### src/rtl/falling_char_engine.sv
// falling_char_engine: object table, per-frame motion, key matching and
// scoring for the falling-character game; runs on the pixel clock.
module falling_char_engine #(
    parameter int SLOTS       = 8,
    parameter int CHAR_W      = 8,
    parameter int COL_W       = 10,
    parameter int ROW_W       = 10,
    parameter int SPEED_W     = 3,
    parameter int LOWER_BOUND = 480,
    parameter int MISS_LIMIT  = 3,
    localparam int IDX_W      = $clog2(SLOTS)
) (
    input  logic               pclk,
    input  logic               reset,
    input  logic               frame_tick,
    input  logic               spawn_valid,
    output logic               spawn_ready,
    input  logic [CHAR_W-1:0]  spawn_char,
    input  logic [COL_W-1:0]   spawn_col,
    input  logic [SPEED_W-1:0] spawn_speed,
    input  logic               key_valid,
    input  logic [CHAR_W-1:0]  key_code,
    input  logic [IDX_W-1:0]   q_idx,
    output logic               q_active,
    output logic [CHAR_W-1:0]  q_char,
    output logic [COL_W-1:0]   q_col,
    output logic [ROW_W-1:0]   q_row,
    output logic [SLOTS-1:0]   active_mask,
    output logic               hit_pulse,
    output logic               wrong_pulse,
    output logic               miss_pulse,
    output logic [15:0]        score,
    output logic [7:0]         miss_count,
    output logic               gameover
);

    typedef enum logic [2:0] {
        IDLE,
        MOVE,
        HIT,
        COMMIT,
        OVER
    } state_t;

    localparam logic [ROW_W:0]   LB       = (ROW_W+1)'(LOWER_BOUND);
    localparam logic [7:0]       MISS_LIM = 8'(MISS_LIMIT);
    localparam logic [IDX_W-1:0] LAST_IDX = IDX_W'(SLOTS - 1);

    state_t state, state_nxt;

    logic [SLOTS-1:0]   s_active;
    logic [CHAR_W-1:0]  s_char  [SLOTS];
    logic [COL_W-1:0]   s_col   [SLOTS];
    logic [ROW_W-1:0]   s_row   [SLOTS];
    logic [SPEED_W-1:0] s_speed [SLOTS];

    logic [IDX_W-1:0]  idx;
    logic              pend_frame;
    logic              pend_key;
    logic [CHAR_W-1:0] pend_code;
    logic [CHAR_W-1:0] hit_code;
    logic              best_valid;
    logic [IDX_W-1:0]  best_idx;
    logic [ROW_W-1:0]  best_row;

    logic              free_any;
    logic [IDX_W-1:0]  free_idx;
    logic              take_frame;
    logic              take_key;
    logic              last;
    logic              mv_miss;
    logic [ROW_W:0]    mv_sum;
    logic [7:0]        miss_cnt_nxt;
    logic              do_spawn;
    logic              hit_match;

    assign active_mask = s_active;
    assign do_spawn    = spawn_ready & spawn_valid;

    // Lowest-index free slot for the next spawn
    always_comb begin
        free_any = 1'b0;
        free_idx = '0;
        for (int i = SLOTS - 1; i >= 0; i--) begin
            if (!s_active[i]) begin
                free_any = 1'b1;
                free_idx = IDX_W'(i);
            end
        end
    end

    // State register
    always_ff @(posedge pclk) begin
        if (reset) state <= IDLE;
        else       state <= state_nxt;
    end

    // Next state, handshake and per-slot sweep decisions
    always_comb begin
        state_nxt    = state;
        spawn_ready  = 1'b0;
        take_frame   = 1'b0;
        take_key     = 1'b0;
        last         = (idx == LAST_IDX);
        mv_sum       = {1'b0, s_row[idx]} + (ROW_W+1)'(s_speed[idx]);
        mv_miss      = 1'b0;
        miss_cnt_nxt = miss_count;
        hit_match    = s_active[idx] && (s_char[idx] == hit_code) &&
                       (!best_valid || (s_row[idx] > best_row));
        unique case (state)
            IDLE: begin
                spawn_ready = !pend_frame && !pend_key &&
                              !gameover && free_any;
                if (frame_tick || pend_frame) begin
                    take_frame = 1'b1;
                    state_nxt  = MOVE;
                end else if (key_valid || pend_key) begin
                    take_key  = 1'b1;
                    state_nxt = HIT;
                end
            end
            MOVE: begin
                mv_miss = s_active[idx] && (mv_sum >= LB);
                if (mv_miss && (miss_count != 8'hFF))
                    miss_cnt_nxt = miss_count + 8'd1;
                if (last)
                    state_nxt = (miss_cnt_nxt >= MISS_LIM) ? OVER : IDLE;
            end
            HIT: begin
                if (last) state_nxt = COMMIT;
            end
            COMMIT: state_nxt = IDLE;
            OVER:   state_nxt = OVER;
            default: state_nxt = IDLE;
        endcase
    end

    // Slot table, pending events, counters, strobes and query port
    always_ff @(posedge pclk) begin
        if (reset) begin
            s_active    <= '0;
            for (int i = 0; i < SLOTS; i++) begin
                s_char[i]  <= '0;
                s_col[i]   <= '0;
                s_row[i]   <= '0;
                s_speed[i] <= '0;
            end
            idx         <= '0;
            pend_frame  <= 1'b0;
            pend_key    <= 1'b0;
            pend_code   <= '0;
            hit_code    <= '0;
            best_valid  <= 1'b0;
            best_idx    <= '0;
            best_row    <= '0;
            hit_pulse   <= 1'b0;
            wrong_pulse <= 1'b0;
            miss_pulse  <= 1'b0;
            score       <= '0;
            miss_count  <= '0;
            gameover    <= 1'b0;
            q_active    <= 1'b0;
            q_char      <= '0;
            q_col       <= '0;
            q_row       <= '0;
        end else begin
            hit_pulse   <= 1'b0;
            wrong_pulse <= 1'b0;
            miss_pulse  <= 1'b0;

            if (take_frame)
                pend_frame <= 1'b0;
            else if (frame_tick && state != OVER)
                pend_frame <= 1'b1;

            if (take_key) begin
                pend_key <= 1'b0;
            end else if (key_valid && state != OVER) begin
                pend_key  <= 1'b1;
                pend_code <= key_code;
            end

            if (take_key) begin
                hit_code   <= key_valid ? key_code : pend_code;
                best_valid <= 1'b0;
            end

            if (do_spawn) begin
                s_active[free_idx] <= 1'b1;
                s_char[free_idx]   <= spawn_char;
                s_col[free_idx]    <= spawn_col;
                s_speed[free_idx]  <= spawn_speed;
                s_row[free_idx]    <= '0;
            end

            if (take_frame || take_key)
                idx <= '0;
            else if (state == MOVE || state == HIT)
                idx <= last ? '0 : idx + 1'b1;

            if (state == MOVE && s_active[idx]) begin
                if (mv_miss) begin
                    s_active[idx] <= 1'b0;
                    miss_pulse    <= 1'b1;
                end else begin
                    s_row[idx] <= mv_sum[ROW_W-1:0];
                end
            end
            miss_count <= miss_cnt_nxt;

            if (state == HIT && hit_match) begin
                best_valid <= 1'b1;
                best_idx   <= idx;
                best_row   <= s_row[idx];
            end

            if (state == COMMIT) begin
                if (best_valid) begin
                    s_active[best_idx] <= 1'b0;
                    hit_pulse          <= 1'b1;
                    if (score != 16'hFFFF) score <= score + 16'd1;
                end else begin
                    wrong_pulse <= 1'b1;
                end
            end

            if (state_nxt == OVER) gameover <= 1'b1;

            q_active <= s_active[q_idx];
            q_char   <= s_char[q_idx];
            q_col    <= s_col[q_idx];
            q_row    <= s_row[q_idx];
        end
    end

endmodule

### config.mk
export PLATFORM = sky130hd
export DESIGN_NAME = falling_char_engine
export DESIGN_NICKNAME = d
export VERILOG_FILES = /design/src/rtl/falling_char_engine.sv
export SDC_FILE = /design/constraint.sdc
export NUM_CORES = 1
export LEC_CHECK = 0
export BUFFER_PORTS_ARGS = -buffer_cell sky130_fd_sc_hd__buf_2
export CORE_ASPECT_RATIO = 0.9
export CORE_UTILIZATION = 57
export CTS_BUF_LIST = sky130_fd_sc_hd__clkbuf_4 sky130_fd_sc_hd__clkbuf_8
export CTS_CLUSTER_SIZE = 16
export DETAILED_ROUTE_END_ITERATION = 7
export PLACE_DENSITY = 0.78
export SETUP_SLACK_MARGIN = 0.15
export SKIP_CTS_REPAIR_TIMING = 1
export SYNTH_ARGS = -nofsm -noshare
export SYNTH_HDL_FRONTEND = slang
export SYNTH_SLANG_ARGS = --single-unit
### constraint.sdc
create_clock -name pclk -period 5 [get_ports pclk]
set_input_delay 0.5 -clock pclk [delete_from_list [all_inputs] [get_ports pclk]]
set_output_delay 0.5 -clock pclk [all_outputs]
set_load 0.01 [all_outputs]
==> metrics.csv <==
metric,value,unit
outcome,"complete, no violations",
crit path DAT,4850,ps
fin nets,1507,
vias in the first global route,11422,
Num CTS Buffers,57,
Worst R2R End,s_row[2][5],
Max-cap violations,0,
register area,0.00957,mm²
P_sw,1.64,mW
clk buf depth,3,
endpoints failing setup,0,
share of cells above drive strength 1,0.252,
Async SR Flop Fraction,0,
crit path cell chain,mux4_2 > mux2i_1 > inv_1 > ha_1 > fa_1 > a21oi_1 > a21oi_1 > a221oi_1 > a41o_1 > a32oi_4 > and3_1 > and3_1 > o21ai_2 > nand2_2,
final instance area,0.0194,mm²
starting density of the core,0.585,
Final Hold Fails,0,
row count,59,
Most used DFF post-synth,edfxtp_1,
Chip Width,184,µm
Setup WS pre-CTS,338,ps
Startpoint Class,register,
HP Class,input pin to register,
most frequent cells in the layout,"edfxtp_1 (248), nor2_1 (195), and2_1 (169)",
IO buf count,102,
clock-pin slew on the worst setup and hold paths,60,ps
GRT Util Overall,0.283,
"FF+latch count, synth",354,
Synth area leader,edfxtp_1,
Fillers,2085,
clock power share,0.387,
DRT iter0 DRCs,1461,
multi-input logic area,0.00719,mm²
CTS tree,done,
IO Pins,103,
"slowest stage delay, CP",700,ps
GRT overflow,0,
sequential-to-total area share from yosys stat,0.561,
Num Clock Sinks,354,
Core ar.,0.0292,mm²
Rel. slew slack,0.277,
Final ANT Viol Nets,0,
Via-to-Cell Ratio,6.14,
"most common cell after layout, fill and taps aside",edfxtp_1,
setup_tns,0,ps
DP Wirelength,27.7,mm
"Data required, critical path",5300,ps
Cell Int Power,5.01,mW
Wirelength per Cell,22.4,µm
CTS Root Cell,clkbuf_8,
Worst path depth,14,
crit end category,register,
RSZ-0062 raised after global routing,no,
antenna violations before repair,2,
Reg2Reg Depth,14,
"critical path fanouts, max",22,
Post-Synthesis Cells,1320,
Worst-Skew Late Latency,600,ps
cell leakage power,7.32,nW
Comb pwr share,0.108,
sequential power share,0.505,
DRT Wirelength,42.6,mm
minimum clock period after layout,4550,ps
Switching Share,0.247,
flop2flop setup slack,450,ps
worst-case clock skew,19.1,ps
Post-Place Cell Area,0.0182,mm²
P per Cell Area,344,mW/mm²
crit path max-delay cell type,dfxtp_2,
largest net degree at the start of global routing,65,
global-route wire length before repair,65.1,mm
post-synth top area share,0.437,
DRC,0,
Netlist Area Pre-Place,0.0170,mm²
Yosys cell types,68,
Worst Max-Slew Pin Slew,1080,ps
via count,11655,
DR pass1 iterations,6,
Worst VDD drop,0.197,mV
syn_area_per_cell,12.9,µm²
critical path class,register to register,
final setup margin,449,ps
Max Freq,220,MHz
crit path capture,s_row[2][5],
CP bufs+invs,1,
gpl congestion,0.898,
dominant cells by area after synthesis,"edfxtp_1 (44%), dfxtp_1 (12%), mux4_2 (12%), and2_1 (6.2%), nor2_1 (4.3%)",
Ys Warns,0,
"Slew Viols, Final",0,
"CP delay by family, top",compound AO/OA/AOI/OAI gates,
Post-synth EDFFs,248,
Die Y,166,µm
period utilization,0.910,
number of H-tree levels,2,
Area Growth Syn to Fin,13.6,%
die area,0.0306,mm²
-- layer usage --
metal | part of all wire | up-vias | GRT usage
met2 | 0.46 | 713 | 0.440
met3 | 0.11 | 103 | 0.0568
met5 | 0.00026 | - | 0
li1 | - | 5149 | -
met1 | 0.40 | 5688 | 0.402
met4 | 0.027 | 2 | 0.0967
-- metrics by stage --
step / hold slack (ps) / util / power (mW) / instances
2_1_floorplan: 463 / - / 3.88 / 1327
3_3_place_gp: 475 / 0.623 / 4.10 / 1789
3_5_place_dp: 484 / 0.623 / 4.13 / 1789
4_1_cts: 122 / 0.664 / 6.68 / 1896
5_1_grt: 163 / 0.664 / 6.87 / 1896
6_report: 146 / 0.664 / 6.66 / 1897
-- tightest hold or removal path, cell delays in order --
cell     delay, ps
buf_2           90
mux2i_1         50
nor2_1          70
-- power by group through the flow --
stage | Combinational, mW | Clock, mW | Sequential, mW
after floorplan | 0.504 | 0 | 3.38
after global routing | 0.770 | 2.73 | 3.37
final | 0.719 | 2.58 | 3.36
after CTS | 0.716 | 2.60 | 3.36
after global placement | 0.694 | 0 | 3.41
after detailed placement | 0.711 | 0 | 3.42
-- sequential cells by signal, summed over array words and instances, names as in the netlist, 8 cells and up, named ones only --
| signal | cells |
|---|---|
| best_row | 10 |
| s_col | 80 |
| q_char | 8 |
| hit_code | 8 |
| score | 16 |
| q_col | 10 |
| s_speed | 24 |
| active_mask | 8 |
| s_row | 80 |
| q_row | 10 |
| miss_count | 8 |
| s_char | 64 |
| pend_code | 8 |
-- how the worst min path moves through the flow --
stage / endpoint / depth (start not counted) / slack [ps] / startpoint
6_report: pend_code[3] / 3 / 150 / key_code[3]
5_1_grt: pend_code[5] / 3 / 160 / key_code[5]
4_1_cts: pend_code[2] / 3 / 120 / key_code[2]
3_5_place_dp: pend_code[2] / 2 / 480 / pend_code[2]
3_3_place_gp: pend_code[2] / 2 / 470 / pend_code[2]
2_1_floorplan: pend_code[0] / 2 / 460 / pend_code[0]
-- synthesized netlist by cell type (3+ instances only) --
cell      number
nand2b_1       5
o21ai_2        4
xor2_1        24
nor2b_1        8
buf_4          3
and3_1         8
o22ai_1        4
o21a_1         7
o211ai_1       3
mux4_1         6
mux4_2        92
o21ai_0       17
nor3_1        16
buf_1         10
inv_1         23
nand2_1       64
nor3b_2        3
a31oi_1        8
nand3b_1       4
mux2_2        15
and2_1       169
a211oi_1      12
nor2_1       195
buf_2          8
or3_1          3
xnor2_1       11
a41o_1         8
or4_1          3
edfxtp_1     248
dfxtp_1      106
nand3_1       18
nand4_1       19
mux2i_1       68
clkbuf_1      51
ha_1          17
nor4_1         3
a21oi_1       19
-- cells by family after synthesis --
kind of cell / synth area share
AOI/OAI and AO/OA: 0.0454
xor gates and xnor gates: 0.0180
adders and majority gates: 0.0137
buffers and inverters: 0.0230
DFF: 0.561
muxes: 0.181
other: 0.000220
and+or+nand+nor: 0.157
-- area by class of cell --
cell class | instances | share of cell area
diodes | 1 | 0.000129
clock buffers | 80 | 0.0507
flip-flops and latches | 354 | 0.495
multi-input cells | 876 | 0.371
repair buffers | 139 | 0.0423
clock inverters | 27 | 0.0105
well taps | 396 | 0.0256
inverters | 24 | 0.00465
Note: power is estimated with default switching activity, not from simulation.
